## config.mk

```make
export PLATFORM = sky130hd
export DESIGN_NAME = voice_sched_flat
export DESIGN_NICKNAME = d
export VERILOG_FILES = /design/src/rtl/voice_sched_if.sv /design/src/rtl/voice_sched.sv /design/src/flat_wrapper.sv
export SDC_FILE = /design/constraint.sdc
export NUM_CORES = 1
export LEC_CHECK = 0
export ABC_AREA = 0
export BUFFER_PORTS_ARGS = -buffer_cell sky130_fd_sc_hd__buf_2
export CORE_MARGIN = 4
export CORE_UTILIZATION = 30
export CTS_CLUSTER_SIZE = 16
export DETAILED_ROUTE_END_ITERATION = 16
export PLACE_DENSITY = 0.56
export SLEW_MARGIN = 20
export SYNTH_ARGS = -nofsm -noshare
export SYNTH_HDL_FRONTEND = slang
export SYNTH_SLANG_ARGS = --single-unit
```

## constraint.sdc

```tcl
create_clock -name clk -period 2.1 [get_ports clk]
set_input_delay 0.105 -clock clk [delete_from_list [all_inputs] [get_ports clk]]
set_output_delay 0.105 -clock clk [all_outputs]
set_load 0.01 [all_outputs]
```

## src/rtl/voice_sched_if.sv

```systemverilog
// Bus between the voice scheduler and its oscillators, combiner and output stage.
// The slave modport is the scheduler's view; the master modport drives it.
interface voice_sched_if;
   logic       en;
   logic       key1_on;
   logic       key2_on;
   logic       osc1_valid;
   logic       osc2_valid;
   logic [7:0] osc1_sample;
   logic [7:0] osc2_sample;
   logic       comb_ready;
   logic [7:0] comb_waveform;
   logic       err_clr;
   logic       osc1_req;
   logic       osc2_req;
   logic [7:0] sample1;
   logic [7:0] sample2;
   logic       done1;
   logic       done2;
   logic       multi;
   logic [7:0] pcm_out;
   logic       pcm_valid;
   logic       osc_err;
   logic       comb_err;
   logic       overrun;

   modport slave (
      input  en, key1_on, key2_on, osc1_valid, osc2_valid, osc1_sample, osc2_sample,
             comb_ready, comb_waveform, err_clr,
      output osc1_req, osc2_req, sample1, sample2, done1, done2, multi,
             pcm_out, pcm_valid, osc_err, comb_err, overrun
   );

   modport master (
      output en, key1_on, key2_on, osc1_valid, osc2_valid, osc1_sample, osc2_sample,
             comb_ready, comb_waveform, err_clr,
      input  osc1_req, osc2_req, sample1, sample2, done1, done2, multi,
             pcm_out, pcm_valid, osc_err, comb_err, overrun
   );
endinterface

```

## src/rtl/voice_sched.sv

```systemverilog
// Sample-rate scheduler: gathers one sample per active voice each tick, hands
// them to the combiner and emits one PCM sample, falling back to midscale 128.
module voice_sched #(
   parameter int DIV     = 250,
   parameter int TIMEOUT = 15
) (
   input  logic         clk,
   input  logic         rst,
   voice_sched_if.slave bus
);

   localparam int CW = $clog2(DIV);
   localparam int TW = $clog2(TIMEOUT + 1);

   typedef enum logic [1:0] {IDLE, REQ, WAIT_OSC, COMB} state_t;

   state_t         state;
   logic [CW-1:0]  tick_cnt;
   logic [TW-1:0]  tcnt;
   logic           act1, act2;
   logic           got1, got2;
   logic           tick;
   logic           cap1, cap2;
   logic           have1, have2;
   logic           all_have;
   logic           expired;

   assign tick     = bus.en && (tick_cnt == CW'(DIV - 1));
   assign cap1     = (state == WAIT_OSC) && act1 && bus.osc1_valid;
   assign cap2     = (state == WAIT_OSC) && act2 && bus.osc2_valid;
   assign have1    = got1 || cap1;
   assign have2    = got2 || cap2;
   assign all_have = (!act1 || have1) && (!act2 || have2);
   assign expired  = (tcnt == TW'(TIMEOUT - 1));

   always_ff @(posedge clk) begin
      if (rst || !bus.en || tick_cnt == CW'(DIV - 1))
         tick_cnt <= '0;
      else
         tick_cnt <= tick_cnt + 1'b1;
   end

   // Sticky flags: the clear comes first so a same-cycle set below wins.
   always_ff @(posedge clk) begin
      if (rst) begin
         state         <= IDLE;
         tcnt          <= '0;
         act1          <= 1'b0;
         act2          <= 1'b0;
         got1          <= 1'b0;
         got2          <= 1'b0;
         bus.osc1_req  <= 1'b0;
         bus.osc2_req  <= 1'b0;
         bus.sample1   <= 8'd0;
         bus.sample2   <= 8'd0;
         bus.done1     <= 1'b0;
         bus.done2     <= 1'b0;
         bus.multi     <= 1'b0;
         bus.pcm_out   <= 8'd128;
         bus.pcm_valid <= 1'b0;
         bus.osc_err   <= 1'b0;
         bus.comb_err  <= 1'b0;
         bus.overrun   <= 1'b0;
      end else begin
         bus.pcm_valid <= 1'b0;
         bus.osc1_req  <= 1'b0;
         bus.osc2_req  <= 1'b0;
         if (bus.err_clr) begin
            bus.osc_err  <= 1'b0;
            bus.comb_err <= 1'b0;
            bus.overrun  <= 1'b0;
         end
         if (tick && state != IDLE)
            bus.overrun <= 1'b1;

         case (state)
            IDLE: begin
               if (tick) begin
                  act1 <= bus.key1_on;
                  act2 <= bus.key2_on;
                  if (!bus.key1_on && !bus.key2_on) begin
                     bus.pcm_out   <= 8'd128;
                     bus.pcm_valid <= 1'b1;
                  end else begin
                     bus.osc1_req <= bus.key1_on;
                     bus.osc2_req <= bus.key2_on;
                     state        <= REQ;
                  end
               end
            end
            REQ: begin
               got1  <= 1'b0;
               got2  <= 1'b0;
               tcnt  <= '0;
               state <= WAIT_OSC;
            end
            WAIT_OSC: begin
               if (cap1) begin
                  bus.sample1 <= bus.osc1_sample;
                  got1        <= 1'b1;
               end
               if (cap2) begin
                  bus.sample2 <= bus.osc2_sample;
                  got2        <= 1'b1;
               end
               // Silent voices feed 0, stalled ones feed midscale.
               if (all_have || expired) begin
                  state     <= COMB;
                  tcnt      <= '0;
                  bus.done1 <= act1;
                  bus.done2 <= act2;
                  bus.multi <= act1 && act2;
                  if (!act1)
                     bus.sample1 <= 8'd0;
                  else if (!have1)
                     bus.sample1 <= 8'd128;
                  if (!act2)
                     bus.sample2 <= 8'd0;
                  else if (!have2)
                     bus.sample2 <= 8'd128;
                  if (!all_have)
                     bus.osc_err <= 1'b1;
               end else begin
                  tcnt <= tcnt + 1'b1;
               end
            end
            COMB: begin
               if (bus.comb_ready || expired) begin
                  bus.pcm_out   <= bus.comb_ready ? bus.comb_waveform : 8'd128;
                  bus.pcm_valid <= 1'b1;
                  bus.done1     <= 1'b0;
                  bus.done2     <= 1'b0;
                  bus.multi     <= 1'b0;
                  state         <= IDLE;
                  if (!bus.comb_ready)
                     bus.comb_err <= 1'b1;
               end else begin
                  tcnt <= tcnt + 1'b1;
               end
            end
            default: state <= IDLE;
         endcase
      end
   end

endmodule

```

## src/flat_wrapper.sv

```systemverilog
// flat-port wrapper written by rule: the top's interface ports become plain ports
module voice_sched_flat 
#(
   parameter int DIV     = 250,
   parameter int TIMEOUT = 15
)
  (clk, rst, bus_en, bus_key1_on, bus_key2_on, bus_osc1_valid, bus_osc2_valid, bus_osc1_sample, bus_osc2_sample, bus_comb_ready, bus_comb_waveform, bus_err_clr, bus_osc1_req, bus_osc2_req, bus_sample1, bus_sample2, bus_done1, bus_done2, bus_multi, bus_pcm_out, bus_pcm_valid, bus_osc_err, bus_comb_err, bus_overrun);
  voice_sched_if bus_i ();
  input  logic clk;
  input  logic rst;
  input wire logic [$bits(bus_i.en)-1:0] bus_en;
  input wire logic [$bits(bus_i.key1_on)-1:0] bus_key1_on;
  input wire logic [$bits(bus_i.key2_on)-1:0] bus_key2_on;
  input wire logic [$bits(bus_i.osc1_valid)-1:0] bus_osc1_valid;
  input wire logic [$bits(bus_i.osc2_valid)-1:0] bus_osc2_valid;
  input wire logic [$bits(bus_i.osc1_sample)-1:0] bus_osc1_sample;
  input wire logic [$bits(bus_i.osc2_sample)-1:0] bus_osc2_sample;
  input wire logic [$bits(bus_i.comb_ready)-1:0] bus_comb_ready;
  input wire logic [$bits(bus_i.comb_waveform)-1:0] bus_comb_waveform;
  input wire logic [$bits(bus_i.err_clr)-1:0] bus_err_clr;
  output wire logic [$bits(bus_i.osc1_req)-1:0] bus_osc1_req;
  output wire logic [$bits(bus_i.osc2_req)-1:0] bus_osc2_req;
  output wire logic [$bits(bus_i.sample1)-1:0] bus_sample1;
  output wire logic [$bits(bus_i.sample2)-1:0] bus_sample2;
  output wire logic [$bits(bus_i.done1)-1:0] bus_done1;
  output wire logic [$bits(bus_i.done2)-1:0] bus_done2;
  output wire logic [$bits(bus_i.multi)-1:0] bus_multi;
  output wire logic [$bits(bus_i.pcm_out)-1:0] bus_pcm_out;
  output wire logic [$bits(bus_i.pcm_valid)-1:0] bus_pcm_valid;
  output wire logic [$bits(bus_i.osc_err)-1:0] bus_osc_err;
  output wire logic [$bits(bus_i.comb_err)-1:0] bus_comb_err;
  output wire logic [$bits(bus_i.overrun)-1:0] bus_overrun;
  assign bus_i.en = bus_en;
  assign bus_i.key1_on = bus_key1_on;
  assign bus_i.key2_on = bus_key2_on;
  assign bus_i.osc1_valid = bus_osc1_valid;
  assign bus_i.osc2_valid = bus_osc2_valid;
  assign bus_i.osc1_sample = bus_osc1_sample;
  assign bus_i.osc2_sample = bus_osc2_sample;
  assign bus_i.comb_ready = bus_comb_ready;
  assign bus_i.comb_waveform = bus_comb_waveform;
  assign bus_i.err_clr = bus_err_clr;
  assign bus_osc1_req = bus_i.osc1_req;
  assign bus_osc2_req = bus_i.osc2_req;
  assign bus_sample1 = bus_i.sample1;
  assign bus_sample2 = bus_i.sample2;
  assign bus_done1 = bus_i.done1;
  assign bus_done2 = bus_i.done2;
  assign bus_multi = bus_i.multi;
  assign bus_pcm_out = bus_i.pcm_out;
  assign bus_pcm_valid = bus_i.pcm_valid;
  assign bus_osc_err = bus_i.osc_err;
  assign bus_comb_err = bus_i.comb_err;
  assign bus_overrun = bus_i.overrun;
  voice_sched #(.DIV(DIV), .TIMEOUT(TIMEOUT)) u_core (.clk(clk), .rst(rst), .bus(bus_i));
endmodule
```

==> summary.txt, run 1 <==
R2R setup slack: 0.24 ns
fin crit share: 88.6%
worst slew pin tran: 0.602 ns
main combinational cell family by area after synthesis: simple AND/OR/NAND/NOR gates
xor/xnor share of the synthesized area: 1.91%
DR vias: 1991
mux cell area share after synthesis: 5.30%
H-tree levels: 2
Pre-Repair DR Iteration Count: 4
slew margin rel.: 59.8%
worst hold slack: 0.0253 ns
RR Endpoint: u_core.bus.sample1[7]
Post-Syn Area per Cell: 8.73 um^2
TritonCTS clock tree: built
Overall Global Routing Usage: 11.9%
largest net degree at the start of global routing: 21
port buffer count: 65
# fillers: 776
DRC: 0
Tmin final: 1.86 ns
Max stage delay cell, worst path: dfxtp_1
Synth Instances: 262
Adder-Cell Fraction of Synth Area: 4.37%
TNS Setup: 0 ns
crit-path cells: inv_1 > ha_1 > nand2_2 > a22o_4 > a211o_1 > a32o_1 > a21oi_2
reg2reg start: u_core.state[0]
post-synthesis simple-gate area fraction: 23.2%
ys flop type: dfxtp_1
CP endpoint kind: flip-flop
Hold Path End: u_core.bus.pcm_out[0]
Synth Warn #: 0
Hold Fails Final Rpt: 0
Worst EP required: 2.35 ns
run status: finished clean
total global routing overflow: 0
Clock Skews: 0.0118 ns
post-detail-place hpwl: 3950 um
DR iter-0 viols: 59
die width: 95.3 um
crit-path max cell delay: 0.35 ns
Initial Utilization: 31.2%
Max IR drop VDD: 0.214 mV
PnR worst setup slack: 0.238 ns
hold path start: bus_comb_waveform[0]
maximum root-to-sink buffer count: 2
Final ANT Viol Nets: 0
CTS resizes: 0
reg2reg path depth: 7
post-route cell area: 0.00279 mm^2
Syn Std Cell Area: 0.00229 mm^2
vias in the first global route: 1899
Cell variety after synth: 49
type of origin of the critical path: flip-flop
Area growth syn-to-layout: 21.8%
CTS Buf Count: 5
sequential area share after synthesis: 44.6%
Synth async-reset ratio: 0%
diode count: 0
Crit Path Class: flip-flop to flip-flop
Floorplan Core Area: 0.00733 mm^2
Post-synth EDFFs: 0
Syn Nets: 303
clk root buf: clkbuf_8
CP bufs+invs: 1
layout cells sized above 1: 26.9%
Non-Filler Instances: 430
Place WS: 0.275 ns
Setup violations, final: 0
Fmax: 537 MHz
Power Density: 571 mW/mm^2
critical path's top delay family: compound AO/OA/AOI/OAI gates
register bit total from synthesis: 51
Max Cap Violations: 0
setup bufs post-CTS: 0
Arr. time, crit path: 2.11 ns
dpl cell area: 0.00270 mm^2
Final Slew Violations: 0
DIE AREA: 0.00909 mm^2
Worst-Skew Late Latency: 0.31 ns
RSZ-0062 raised after global routing: false
Final nets: 371
DR vias/cell: 4.63
die height: 95.3 um
largest fanout on the critical path: 8
Compound-Gate Fraction of Synth Area: 16.3%
placed cells: 422
average wire per standard cell: 12.1 um
Reg clk slew, reported paths: 0.10 ns
total length of routed wires: 5190 um
final core occ: 38.0%
CTS Hold Bufs: 0
I/O pin cnt: 66
post-layout power: 1.59 mW
initial antenna violation count: 0
first-pass GRT wire length: 8600 um
GP Congestion: 0.743
worst min-delay path class: primary input to flip-flop
Worst Hold Path Cells: 3
CTS Sinks: 51
row cnt: 31
LEAKAGE: 1.19 nW
## power breakdown
group / leakage [nW] / internal [mW] / total (mW) / switching, mW
clock network: 0.0412 / 0.234 / 0.558 / 0.325
registers: 0.411 / 0.968 / 0.970 / 0.00175
logic: 0.735 / 0.0285 / 0.0648 / 0.0363
## cell families after synthesis
| kind of cell | count (synthesis) |
|---|---|
| xor gates and xnor gates | 5 |
| AOI/OAI and AO/OA | 54 |
| adders and majority gates | 8 |
| buffers and inverters | 17 |
| DFF | 51 |
| and+or+nand+nor | 115 |
| muxes | 12 |
## how the worst max path moves through the flow
stage | slack, ns | startpoint | depth (start not counted) | to
global route | 0.07 | u_core.state[0] | 8 | u_core.bus.sample2[3]
floorplan | 0.39 | u_core.state[0] | 7 | u_core.tcnt[3]
finish | 0.24 | u_core.state[0] | 7 | u_core.bus.sample1[7]
CTS | 0.25 | u_core.state[0] | 7 | u_core.bus.sample1[7]
detailed placement | 0.27 | u_core.state[0] | 7 | u_core.bus.sample1[7]
global placement | 0.31 | u_core.state[0] | 6 | u_core.tcnt[3]
## flip-flops by register name (all words and copies together) (netlist names), 2 cells and up
signal	flops
u_core.tick_cnt	8
u_core.state	2
u_core.bus.sample2	8
u_core.bus.sample1	8
u_core.tcnt	4
u_core.bus.pcm_out	8
## layout make-up
cell class / instances / area, um^2 / area share (%)
multi-input cells: 194 / 1170 / 41.9
flip-flops and latches: 51 / 1020 / 36.6
repair buffers: 69 / 355 / 12.7
well taps: 99 / 124 / 4.44
clock buffers: 6 / 72.6 / 2.60
inverters: 9 / 33.8 / 1.21
clock inverters: 2 / 12.5 / 0.449
## layer usage
metal | routed length, um | vias up | track usage (%)
met5 | 0 | - | 0
li1 | - | 1037 | -
met2 | 2400 | 56 | 19.4
met3 | 378 | 2 | 4.03
met4 | 25 | 0 | 3.25
met1 | 2380 | 896 | 15.1
## synth_stat cells, types with 4 or more instances
master,n,area share [%]
nand2_1,62,10
a32o_1,4,1.7
dfxtp_1,51,45
nand3_1,5,1.1
o21ai_0,5,1.1
mux2i_1,11,4.8
nor2_1,22,3.6
inv_1,9,1.5
ha_1,8,4.4
a21oi_1,24,5.2
## tightest hold or removal path, delay by kind of cell
family | cells | cell delay, ns
mux | 1 | 0.05
simple gates | 1 | 0.04
buf+inv | 1 | 0.09
## cells in the final DEF (no fill, tap or decap), types with 2 or more instances in the layout
| cell type | n |
|---|---|
| buf_2 | 65 |
| a211o_1 | 2 |
| o21ai_1 | 2 |
| inv_1 | 9 |
| nand3_2 | 2 |
| buf_4 | 4 |
| nand2_1 | 62 |
| or3_1 | 3 |
| a31oi_1 | 2 |
| dfxtp_1 | 51 |
| xnor2_1 | 3 |
| nand3_1 | 5 |
| ha_1 | 8 |
| o21a_1 | 2 |
| and3_1 | 3 |
| o21ai_0 | 5 |
| clkbuf_8 | 5 |
| nor2_1 | 22 |
| nor3b_1 | 3 |
| a21oi_1 | 24 |
| xor2_1 | 2 |
| nor3_1 | 3 |
| a32o_1 | 4 |
| a211oi_1 | 3 |
| mux2i_1 | 11 |
No activity file was read; power rests on OpenSTA's default activity.
==> run 2, diff against run 1 <==
- PLACE_DENSITY: 0.56 -> 0.58
- clock period: 2.1 -> 1.5 ns (I/O delays scaled with it)
==> run 2 against run 1 <==
  * The run now ends with negative setup slack left
  * Via count grew 15%
  * Fmax grew 19%
  * Final area grew 26%
  * Clock power grew 67%
  * Count of clock-buffer cells in the layout is the same
  * Register-to-register slack lost 0.30 ns
  * Worst hold slack lost 0.020 ns
  * Flip-flop and latch count is the same
  * Largest cell class unchanged
==> summary.txt, run 2 (synthesis gave the netlist of run 1 again) <==
Pre-Repair DR Iteration Count: 4
most frequent cells in the layout: buf_2 (65), nand2_1 (56), buf_4 (48)
Worst setup startpoint: u_core.state[0]
worst min-delay path class: primary input to flip-flop
commonest non-fill, non-tap cell in the layout: buf_2
Power Density: 692 mW/mm^2
layout cells sized above 1: 44.4%
largest fanout on the critical path: 5
Reg clk slew, reported paths: 0.09 ns
vias in the first global route: 2142
post-layout power: 2.42 mW
placed cells: 462
Max IR drop VDD: 0.373 mV
DR iter-0 viols: 33
final core occ: 47.7%
port buffer count: 65
Fmax: 642 MHz
reg2reg start: u_core.state[0]
Setup violations, final: 15
Worst-Skew Late Latency: 0.30 ns
total global routing overflow: 0
Final Slew Violations: 0
average wire per standard cell: 12.5 um
TritonCTS clock tree: built
diode count: 0
DR vias/cell: 4.69
total length of routed wires: 6120 um
reg2reg path depth: 7
die width: 95.3 um
Worst EP required: 1.70 ns
worst slew pin tran: 0.290 ns
Hold Fails Final Rpt: 0
Final ANT Viol Nets: 0
CP endpoint kind: flip-flop
PnR worst setup slack: -0.0582 ns
CTS Sinks: 51
Tmin final: 1.56 ns
DRC: 0
largest net degree at the start of global routing: 21
RSZ-0062 raised after global routing: true
fin crit share: 104%
GP Congestion: 0.762
clk root buf: clkbuf_8
Max Cap Violations: 0
row cnt: 31
initial antenna violation count: 0
LEAKAGE: 1.52 nW
Floorplan Core Area: 0.00733 mm^2
run status: finished with violations
worst hold slack: 0.00516 ns
Non-Filler Instances: 489
die height: 95.3 um
Crit Path Class: flip-flop to flip-flop
first-pass GRT wire length: 9870 um
DR vias: 2293
Final nets: 431
R2R setup slack: -0.06 ns
I/O pin cnt: 66
maximum root-to-sink buffer count: 2
type of origin of the critical path: flip-flop
Overall Global Routing Usage: 13.6%
Clock Skews: 0.00557 ns
Initial Utilization: 31.2%
Arr. time, crit path: 1.76 ns
Area growth syn-to-layout: 52.9%
# fillers: 725
crit path to: u_core.state[0]
failing checks: negative setup slack
H-tree levels: 2
DIE AREA: 0.00909 mm^2
CTS Buf Count: 5
slew margin rel.: 80.6%
RR Endpoint: u_core.state[0]
post-detail-place hpwl: 4410 um
## run 2: cell types whose count changed in the layout (fill, tap and decap cells not counted), moves of 4 or more
cell and delta:
buf_6 +4, a21oi_1 -6, dlygate4sd3_1 +10, ha_1 -5, buf_4 +44, a21oi_2 +5
nand2_2 +6, nand2_1 -6, dfxtp_1 -5
## run 2: area by class of cell
cell class	instances	area (um^2)	share of cell area (%)
Multi-Input combinational cell	195	1350	38.7
Inverter	9	36.3	1.04
Clock inverter	1	30.0	0.858
Clock buffer	6	72.6	2.07
Sequential cell	51	1030	29.5
Timing Repair Buffer	128	851	24.3
Tap cell	99	124	3.54
## run 2: what timing repair did
action,4_1_cts,5_1_grt
pin swaps,13,8
hold buffers,10,0
setup endpoints to repair,25,38
endpoints found under the hold margin,10,0
resized for setup,21,19
gates cloned,0,1
buffers inserted,6,4
## run 2: worst min-delay path by stage
stage,from,to,slack (ns),cells past startpoint
2_1_floorplan,bus_osc1_sample[0],u_core.bus.sample1[0],0.21,2
3_3_place_gp,bus_osc1_sample[6],u_core.bus.sample1[6],0.32,3
3_5_place_dp,bus_osc2_sample[5],u_core.bus.sample2[5],0.32,3
4_1_cts,bus_osc2_sample[2],u_core.bus.sample2[2],0.001,3
5_1_grt,bus_osc2_sample[1],u_core.bus.sample2[1],0.01,3
6_report,bus_osc2_sample[4],u_core.bus.sample2[4],0.005,3
## run 2: power breakdown
group | total, mW | switching, mW | leakage, nW | internal, mW
registers | 1.35 | 0.00265 | 0.414 | 1.35
logic | 0.136 | 0.0644 | 1.05 | 0.0711
clock network | 0.933 | 0.443 | 0.0513 | 0.490
total | 2.42 | 0.510 | 1.52 | 1.91
## run 2: worst max-delay path: stages (launching register included)
cell and delay, ns:
dfxtp_4 0.38, inv_4 0.04, ha_4 0.17, nand2_2 0.07, a22o_4 0.16, nand3_2 0.15
and3b_2 0.26, o221a_1 0.23
## run 2: metal layers
| layer | up-vias | global-route usage [%] | share of wire (%) |
|---|---|---|---|
| met1 | 1062 | 17.2 | 45 |
| met4 | 0 | 4.09 | 1.5 |
| met5 | - | 0 | 0 |
| li1 | 1163 | - | - |
| met3 | 11 | 3.47 | 6.7 |
| met2 | 57 | 22.8 | 47 |
## run 2: per-stage QoR
| step | setup TNS [ns] | setup slack [ns] | instance area, um^2 |
|---|---|---|---|
| floorplan | -0.159 | -0.0610 | 2340 |
| global route | -2.11 | -0.141 | 3500 |
| detailed placement | -1.87 | -0.172 | 3050 |
| CTS | -0.515 | -0.0731 | 3390 |
| global placement | -1.26 | -0.110 | 3050 |
| finish | -0.549 | -0.0582 | 3500 |
==> run 3, diff against run 2 <==
- PLACE_DENSITY: 0.58 -> 0.56
- clock period: 1.5 -> 1.44 ns (I/O delays scaled with it)
==> run 3 against run 2 <==
  * The run still ends with negative setup slack left
  * Critical path depth unchanged
  * Clock skew increased by 0.0025 ns
  * Non-clock buffer count increased by 10
  * Fmax decreased by 1.4%
  * Register-to-register slack got worse by 0.08 ns
  * Core utilization increased by 2.5 points
  * Largest cell class unchanged
==> summary.txt, run 3 (synthesis gave the netlist of run 1 again) <==
Tmin final: 1.58 ns
TritonCTS clock tree: built
GP Congestion: 0.799
worst slew pin tran: 0.297 ns
# fillers: 685
Floorplan Core Area: 0.00733 mm^2
DRC: 0
DR vias: 2312
commonest non-fill, non-tap cell in the layout: buf_2
PnR worst setup slack: -0.141 ns
diode count: 0
die height: 95.3 um
Arr. time, crit path: 1.80 ns
CTS Buf Count: 5
DR vias/cell: 4.62
first-pass GRT wire length: 10400 um
initial antenna violation count: 0
Setup violations, final: 26
Initial Utilization: 31.2%
Worst-Skew Late Latency: 0.31 ns
port buffer count: 65
row cnt: 31
crit-path cells: inv_2 > ha_4 > buf_12 > nor2_4 > a21oi_4 > or3_4 > a221oi_2
Area growth syn-to-layout: 60.9%
failing checks: negative setup slack
H-tree levels: 2
post-detail-place hpwl: 4440 um
Fmax: 632 MHz
die width: 95.3 um
Hold Fails Final Rpt: 0
Max stage delay cell, worst path: dfxtp_4
Final ANT Viol Nets: 0
Worst EP required: 1.66 ns
largest fanout on the critical path: 6
largest net degree at the start of global routing: 21
dpl cell area: 0.00310 mm^2
layout cells sized above 1: 49.6%
Max IR drop VDD: 0.469 mV
total global routing overflow: 0
CP endpoint kind: flip-flop
RSZ-0062 raised after global routing: true
crit-path max cell delay: 0.40 ns
slew margin rel.: 80.2%
vias in the first global route: 2300
run status: finished with violations
maximum root-to-sink buffer count: 2
Pre-Repair DR Iteration Count: 4
post-route cell area: 0.00368 mm^2
LEAKAGE: 1.58 nW
I/O pin cnt: 66
final core occ: 50.2%
Clock Skews: 0.00811 ns
most frequent cells in the layout: buf_2 (65), nand2_1 (53), buf_4 (53)
CTS Sinks: 51
DIE AREA: 0.00909 mm^2
Place WS: -0.145 ns
Final Slew Violations: 0
Crit Path Class: flip-flop to flip-flop
Overall Global Routing Usage: 14.2%
fin crit share: 110%
total length of routed wires: 6240 um
type of origin of the critical path: flip-flop
Reg clk slew, reported paths: 0.10 ns
TNS Setup: -1.92 ns
critical path's top delay family: simple AND/OR/NAND/NOR gates
Max Cap Violations: 0
DR iter-0 viols: 53
worst min-delay path class: primary input to flip-flop
CP bufs+invs: 2
average wire per standard cell: 12.5 um
clk root buf: clkbuf_8
Final nets: 441
Power Density: 714 mW/mm^2
[run 3: cell types whose count changed in the layout (fill, tap and decap cells not counted), sizes merged]
cell,previous run,this run
dlygate4sd3,10,16
buf,118,122
inv,9,10
[run 3: layout make-up]
type                    instances  area (um^2)  area share (%)
multi-input cells             195         1430            38.9
flip-flops and latches         51         1030            28.0
repair buffers                138          937            25.5
well taps                      99          124            3.37
clock buffers                   6         82.6            2.24
clock inverters                 2         38.8            1.05
inverters                       9         36.3           0.986
[run 3: what timing repair did]
action                                 4_1_cts  5_1_grt
gates resized for setup                     14       40
buffers inserted                             7        5
gates cloned                                 0        1
endpoints found under the hold margin       16        0
pin swaps                                    6       21
hold buffers                                16        0
setup endpoints to repair                   35       40
[run 3: stage by stage]
step           total power, mW  hold slack, ns  std cells
2_1_floorplan             1.49           0.208        262
3_3_place_gp              1.55           0.314        463
3_5_place_dp              1.56           0.316        463
4_1_cts                   2.66        0.000531        494
5_1_grt                   2.75         0.00748        500
6_report                  2.63         0.00482        500
[run 3: layer usage]
metal	vias up	GRT usage, %	share of wire [%]
met2	58	24.5	49
li1	1185	-	-
met1	1063	18.1	45
met4	0	2.52	0.55
met3	6	3.47	6.2
met5	-	0	0
[run 3: tightest hold or removal path: cells and delay by family]
kind          cells  cell delay [ns]
mux               1             0.05
buf+inv           1             0.09
simple gates      1             0.05
[run 3: final timing paths]
check,startpoint,endpoint,slack [ns],depth (start not counted)
worst min-delay path,bus_comb_waveform[6],u_core.bus.pcm_out[6],0.005,3
worst max register to register,u_core.state[1],u_core.tcnt[3],-0.14,7
worst max-delay path,u_core.state[1],u_core.tcnt[3],-0.14,7
worst min register to register,u_core.bus.sample1[3],u_core.bus.sample1[3],0.45,2
[run 3: power by group]
part | internal, mW | switching, mW
Combinational | 0.0797 | 0.0721
Clock | 0.572 | 0.491
Sequential | 1.41 | 0.00140
Total | 2.06 | 0.564
